### src/rtl/inst_fetch_pkg.sv
// -----------------------------------------------------------------------------
// inst_fetch_pkg
// Shared definitions for the instruction-fetch stage: bus widths, reset
// polarity, the zero word and the fetch FSM state encoding.
// -----------------------------------------------------------------------------
package inst_fetch_pkg;

  localparam int InstAddrBus = 32;  // pc / byte address width
  localparam int InstBus     = 32;  // assembled instruction width
  localparam int MemByteBus  = 8;   // memory read-data width (7:0)

  localparam logic RstEnable = 1'b1;

  typedef logic [InstAddrBus-1:0] addr_t;
  typedef logic [InstBus-1:0]     inst_t;
  typedef logic [MemByteBus-1:0]  byte_t;

  localparam inst_t ZeroWord = '0;

  // FETCH: issuing byte requests; DRAIN: last byte in flight;
  // HOLD: assembled instruction presented to IF/ID.
  typedef enum logic [1:0] {
    ST_FETCH = 2'd0,
    ST_DRAIN = 2'd1,
    ST_HOLD  = 2'd2
  } if_state_e;

endpackage

### src/rtl/inst_fetch.sv
// -----------------------------------------------------------------------------
// inst_fetch
// Instruction-fetch stage. Reads four bytes per instruction over a byte-wide
// memory port shared with MEM (arbiter reports mem_busy_i), assembles them
// little-endian and presents pc/instruction to IF/ID. Applies decode's
// redirect and honours downstream stall. All outputs come straight from flops.
//
// Ports
//   clk                  clock, rising edge
//   rst                  synchronous reset, active high
//   stall_i              IF/ID not ready: hold the presented instruction
//   branch_flag_i        redirect request from decode (ignored while stalled)
//   branch_target_addr_i redirect pc
//   mem_busy_i           arbiter serving MEM this cycle: fetch request not served
//   mem_din_i            read byte, valid the cycle after a served request
//   if_req_o             fetch read request
//   if_addr_o            byte address of the request
//   pc_o                 address of the presented instruction
//   inst_o               presented instruction
//   inst_valid_o         pc_o / inst_o valid
// -----------------------------------------------------------------------------
module inst_fetch
  import inst_fetch_pkg::*;
#(
  parameter logic [InstAddrBus-1:0] RESET_PC = 32'h0000_0000
) (
  input  logic                   clk,
  input  logic                   rst,
  input  logic                   stall_i,
  input  logic                   branch_flag_i,
  input  logic [InstAddrBus-1:0] branch_target_addr_i,
  input  logic                   mem_busy_i,
  input  logic [MemByteBus-1:0]  mem_din_i,
  output logic                   if_req_o,
  output logic [InstAddrBus-1:0] if_addr_o,
  output logic [InstAddrBus-1:0] pc_o,
  output logic [InstBus-1:0]     inst_o,
  output logic                   inst_valid_o
);

  if_state_e  state_q, state_d;
  addr_t      pc_q, pc_d;
  logic [1:0] req_cnt_q, req_cnt_d;   // next byte to request
  logic [1:0] rcv_cnt_q, rcv_cnt_d;   // next byte lane to fill
  logic       served_q, served_d;     // qualifies mem_din_i this cycle
  inst_t      inst_buf_q, inst_buf_d;

  logic  if_req_q, if_req_d;
  addr_t if_addr_q, if_addr_d;
  addr_t pc_o_q, pc_o_d;
  inst_t inst_q, inst_d;
  logic  valid_q, valid_d;

  logic served, redirect, accept;

  // Handshake terms use the registered request so a request is only counted
  // as served in a cycle where it is actually visible on the port.
  assign served   = if_req_q && !mem_busy_i;
  assign redirect = branch_flag_i && !stall_i;  // stale operands while stalled
  assign accept   = valid_q && !stall_i;

  // ---------------------------------------------------------------------------
  // FSM: state register
  // ---------------------------------------------------------------------------
  // NOTE: sequential state uses non-blocking (<=) so every flop samples the
  // pre-edge value of every other flop, independent of statement order.
  always_ff @(posedge clk) begin
    if (rst == RstEnable) state_q <= ST_FETCH;
    else                  state_q <= state_d;
  end

  // ---------------------------------------------------------------------------
  // FSM: next state (redirect overrides everything, including accept)
  // ---------------------------------------------------------------------------
  // NOTE: every variable written in a combinational block gets a default first,
  // otherwise an unassigned path infers a latch.
  always_comb begin
    state_d = state_q;
    unique case (state_q)
      ST_FETCH: if (served && req_cnt_q == 2'd3) state_d = ST_DRAIN;
      ST_DRAIN: state_d = ST_HOLD;
      ST_HOLD:  if (accept) state_d = ST_FETCH;
      default:  state_d = ST_FETCH;
    endcase
    if (redirect) state_d = ST_FETCH;
  end

  // Datapath next state: pc, counters and byte assembly.
  always_comb begin
    pc_d       = pc_q;
    req_cnt_d  = req_cnt_q;
    rcv_cnt_d  = rcv_cnt_q;
    served_d   = served;
    inst_buf_d = inst_buf_q;

    if (served) req_cnt_d = req_cnt_q + 2'd1;

    if (served_q) begin
      inst_buf_d[{rcv_cnt_q, 3'b000} +: MemByteBus] = mem_din_i;
      rcv_cnt_d = rcv_cnt_q + 2'd1;
    end

    if (redirect) begin
      // Clearing served_d drops the byte still in flight.
      pc_d      = branch_target_addr_i;
      req_cnt_d = 2'd0;
      rcv_cnt_d = 2'd0;
      served_d  = 1'b0;
    end else if (accept) begin
      pc_d      = pc_q + 32'd4;
      req_cnt_d = 2'd0;
      rcv_cnt_d = 2'd0;
    end
  end

  // ---------------------------------------------------------------------------
  // FSM: outputs, computed from the next state and registered
  // ---------------------------------------------------------------------------
  always_comb begin
    if_req_d  = (state_d == ST_FETCH);
    valid_d   = (state_d == ST_HOLD);
    if_addr_d = if_addr_q;
    pc_o_d    = pc_o_q;
    inst_d    = inst_q;
    if (state_d == ST_FETCH) if_addr_d = pc_d + {30'd0, req_cnt_d};
    if (state_d == ST_HOLD) begin
      pc_o_d = pc_d;
      inst_d = inst_buf_d;
    end
  end

  always_ff @(posedge clk) begin
    if (rst == RstEnable) begin
      pc_q      <= RESET_PC;
      req_cnt_q <= 2'd0;
      rcv_cnt_q <= 2'd0;
      served_q  <= 1'b0;
      if_req_q  <= 1'b0;
      if_addr_q <= ZeroWord;
      pc_o_q    <= ZeroWord;
      inst_q    <= ZeroWord;
      valid_q   <= 1'b0;
    end else begin
      pc_q      <= pc_d;
      req_cnt_q <= req_cnt_d;
      rcv_cnt_q <= rcv_cnt_d;
      served_q  <= served_d;
      if_req_q  <= if_req_d;
      if_addr_q <= if_addr_d;
      pc_o_q    <= pc_o_d;
      inst_q    <= inst_d;
      valid_q   <= valid_d;
    end
  end

  // NOTE: the assembly buffer is deliberately left without reset: all four
  // lanes are rewritten before it can reach inst_o, which has its own reset.
  always_ff @(posedge clk) begin
    inst_buf_q <= inst_buf_d;
  end

  assign if_req_o     = if_req_q;
  assign if_addr_o    = if_addr_q;
  assign pc_o         = pc_o_q;
  assign inst_o       = inst_q;
  assign inst_valid_o = valid_q;

endmodule

### config.mk
export PLATFORM = sky130hd
export DESIGN_NAME = inst_fetch
export DESIGN_NICKNAME = d
export VERILOG_FILES = /design/src/rtl/inst_fetch_pkg.sv /design/src/rtl/inst_fetch.sv
export SDC_FILE = /design/constraint.sdc
export NUM_CORES = 1
export LEC_CHECK = 0
export ABC_AREA = 1
export BUFFER_PORTS_ARGS = -buffer_cell sky130_fd_sc_hd__buf_2
export CAP_MARGIN = 20
export CORE_MARGIN = 2
export CORE_UTILIZATION = 45
export DETAILED_ROUTE_END_ITERATION = 6
export PLACE_DENSITY = 0.69
export SETUP_SLACK_MARGIN = 0.3
export SYNTH_ARGS = -nofsm -noshare
export SYNTH_HDL_FRONTEND = slang
export SYNTH_SLANG_ARGS = --single-unit
### constraint.sdc
create_clock -name clk -period 3.19 [get_ports clk]
set_clock_uncertainty 0.15 [all_clocks]
set_input_delay 0.638 -clock clk [delete_from_list [all_inputs] [get_ports clk]]
set_output_delay 0.638 -clock clk [all_outputs]
set_load 0.05 [all_outputs]
==> flow_summary.toml <==
[clock_network]
clock_latency_ns = 0.42
htreeDepth = 4
cts_root_buf = "clkbuf_16"
cts_buffer_depth = 2
cts_tree = "done"
cts_buffers = 17
clkSinkCount = 169
clk_pin_slew_ns = 0.07
cts-hold-fix-buffers = 0

[worst_setup_path]
path_class = "in2reg"
end_kind = "flip-flop"
required_ns = 3.36
critPathArrivalTime_ns = 2.85
crit_path_max_fanout = 4
startpoint_type = "primary input"

[place]
portBuffers = 142
gp_congestion = 0.877
place_ws_ns = 0.0736
dp_hpwl_microns = 16100

[sta]
finalCriticalPeriod_ns = 2.68
post-route-period-util_pct = 84.0
hold_viol = 0
clock.fmax_mhz = 373
setup_slack_ns = 0.511
setup_viol = 0
setup_tns_ns = 0
drv_slew = 0
rsz0062_at_grt = "no"
worst_pin_slew_ns = 0.672
relSlewSlack_pct = 55.2

[layout]
final_common_cell = "nand2_1"
fillers = 1703
final_cell_mix = "nand2_1 (232), nor2_1 (218), dfxtp_1 (169)"
drive_above_1_share_pct = 23.3
layout.nets = 1362
areaGrowthSynthToFinish_pct = 20.3

[synth]
synth_nets = 1222
ys_types = 37
async_flop_share_pct = 0
netlist_area_sq_um = 8060
synth_ff_type = "dfxtp_1"
ys_seq_area_share_pct = 42.0
ys_ff_latch = 169
syn_avg_cell_area_sq_um = 6.91
synth_edf_count = 0
yosysWarningCount = 0
netlist_instances = 1167

[routing]
wl_microns = 22100
ant_nets = 0
avgRoutedWirePerCell_microns = 14.3
dr.pass1.iters = 6
drc_errors = 0
viasPerCell = 4.98
num_vias = 7699
drt-initial-drc-count = 528

[power]
p_clk_share_pct = 41.0
pwr-share-comb_pct = 12.0
power_frac_seq_pct = 47.0
power_density_nw_per_um2 = 501
swShare_pct = 28.0
p_int_mw = 3.50
power.ir.vdd_worst_mv = 0.347
p_sw_mw = 1.36
leakage_nw = 4.89

[floorplan]
die_w_microns = 138
core-area_sq_um = 17400
die_h_microns = 138
die-area_sq_um = 19000
initial_core_util_pct = 46.3
pin_count = 143
fp-row-count = 48

[global_routing]
globalRouteTotalUtil_pct = 23.3
antenna_found_initial = 1
grt_max_degree = 66
overflow = 0
grt_pass1_vias = 7002
grt_pass1_wl_microns = 34600

[run_status]
status = "complete, no violations"

[flow_run]
cap_violations = 0

[min_path]
hold_class = "reg2reg"
## synthesized netlist by cell type, types with 12 or more instances
library cell	n	area [sq um]
nand2_1	235	882
nor2_1	224	841
dfxtp_1	169	3380
o21ai_0	118	591
inv_1	108	405
nand3_1	63	315
a21oi_1	37	185
clkbuf_1	32	120
or2_2	21	131
nand2_2	19	119
nor2_2	17	106
inv_2	16	60.1
nand4_1	15	93.8
xor2_1	12	105
## per-layer routing
layer / GRT usage (%) / share of wire, % / up-vias
li1: - / - / 3970
met1: 30.2 / 45 / 3488
met2: 39.2 / 47 / 207
met3: 4.19 / 5.2 / 34
met4: 7.60 / 2.1 / 0
met5: 0 / 0 / -
## path summary, 6_finish.rpt
check / depth (start not counted) / start / slack, ns / endpoint
worst max-delay path: 22 / stall_i / 0.51 / if_addr_o[28]
worst min-delay path: 2 / inst_buf_q[7] / 0.32 / inst_buf_q[7]
worst max register to register: 20 / inst_valid_o / 0.55 / if_addr_o[28]
worst min register to register: 2 / inst_buf_q[7] / 0.32 / inst_buf_q[7]
## registers in the layout (all words and copies together) (netlist names)
signal	cells
rcv_cnt_q	2
inst_valid_o	1
pc_q	32
pc_o	32
state_q	2
req_cnt_q	2
served_q	1
if_addr_o	32
inst_buf_q	32
inst_o	32
if_req_o	1
## power by group through the flow
stage	Clock, mW	Sequential (mW)	Combinational, mW
after floorplan	0	2.41	0.313
after global placement	0	2.33	0.570
after detailed placement	0	2.33	0.577
after CTS	2.02	2.28	0.581
after global routing	2.10	2.29	0.643
final	1.99	2.28	0.583
## kinds of logic after synthesis
| logic type | after synthesis | share of synthesized area [%] |
|---|---|---|
| AOI/OAI and AO/OA | 175 | 11.4 |
| xor gates and xnor gates | 15 | 1.63 |
| adders and majority gates | 10 | 1.65 |
| buffers and inverters | 169 | 8.21 |
| DFF | 169 | 42.0 |
| and+or+nand+nor | 629 | 35.1 |
## what timing repair did
action,in CTS,in global routing
setup buffers,0,0
endpoints found under the setup margin,0,17
resized for setup,0,7
## worst max-delay path, cell delays in order
cell	delay [ns]
buf_2	0.10
inv_2	0.04
nand2_2	0.07
inv_2	0.07
nor2_2	0.12
inv_1	0.08
nor2_1	0.12
ha_2	0.22
fa_2	0.24
nand3_2	0.10
nor2_4	0.11
nand3_2	0.13
inv_2	0.12
nand2_4	0.06
nor2_4	0.14
inv_1	0.06
nor2_2	0.15
nand2_1	0.07
nand2_1	0.06
nand3_1	0.06
nand2_1	0.06
inv_1	0.03
## metrics by stage
stage               hold WS [ns]  instances  cell area [sq um]  power [mW]  util (%)
floorplan                  0.273       1167               8120        2.72         -
global placement           0.287       1513               9100        2.90      52.3
detailed placement         0.312       1513               9100        2.91      52.3
CTS                        0.321       1544               9670        4.88      55.5
global route               0.332       1544               9690        5.04      55.6
finish                     0.322       1545               9690        4.86      55.6
## area by class of cell
cell class,instances,area (sq um),area share [%]
Multi-Input combinational cell,829,4080,42.1
Sequential cell,169,3380,34.9
Timing Repair Buffer,165,912,9.41
Inverter,125,470,4.85
Clock buffer,19,443,4.57
Tap cell,225,282,2.90
Clock inverter,12,118,1.21
Antenna cell,1,2.50,0.0258
Note: power is estimated with default switching activity, not from simulation.
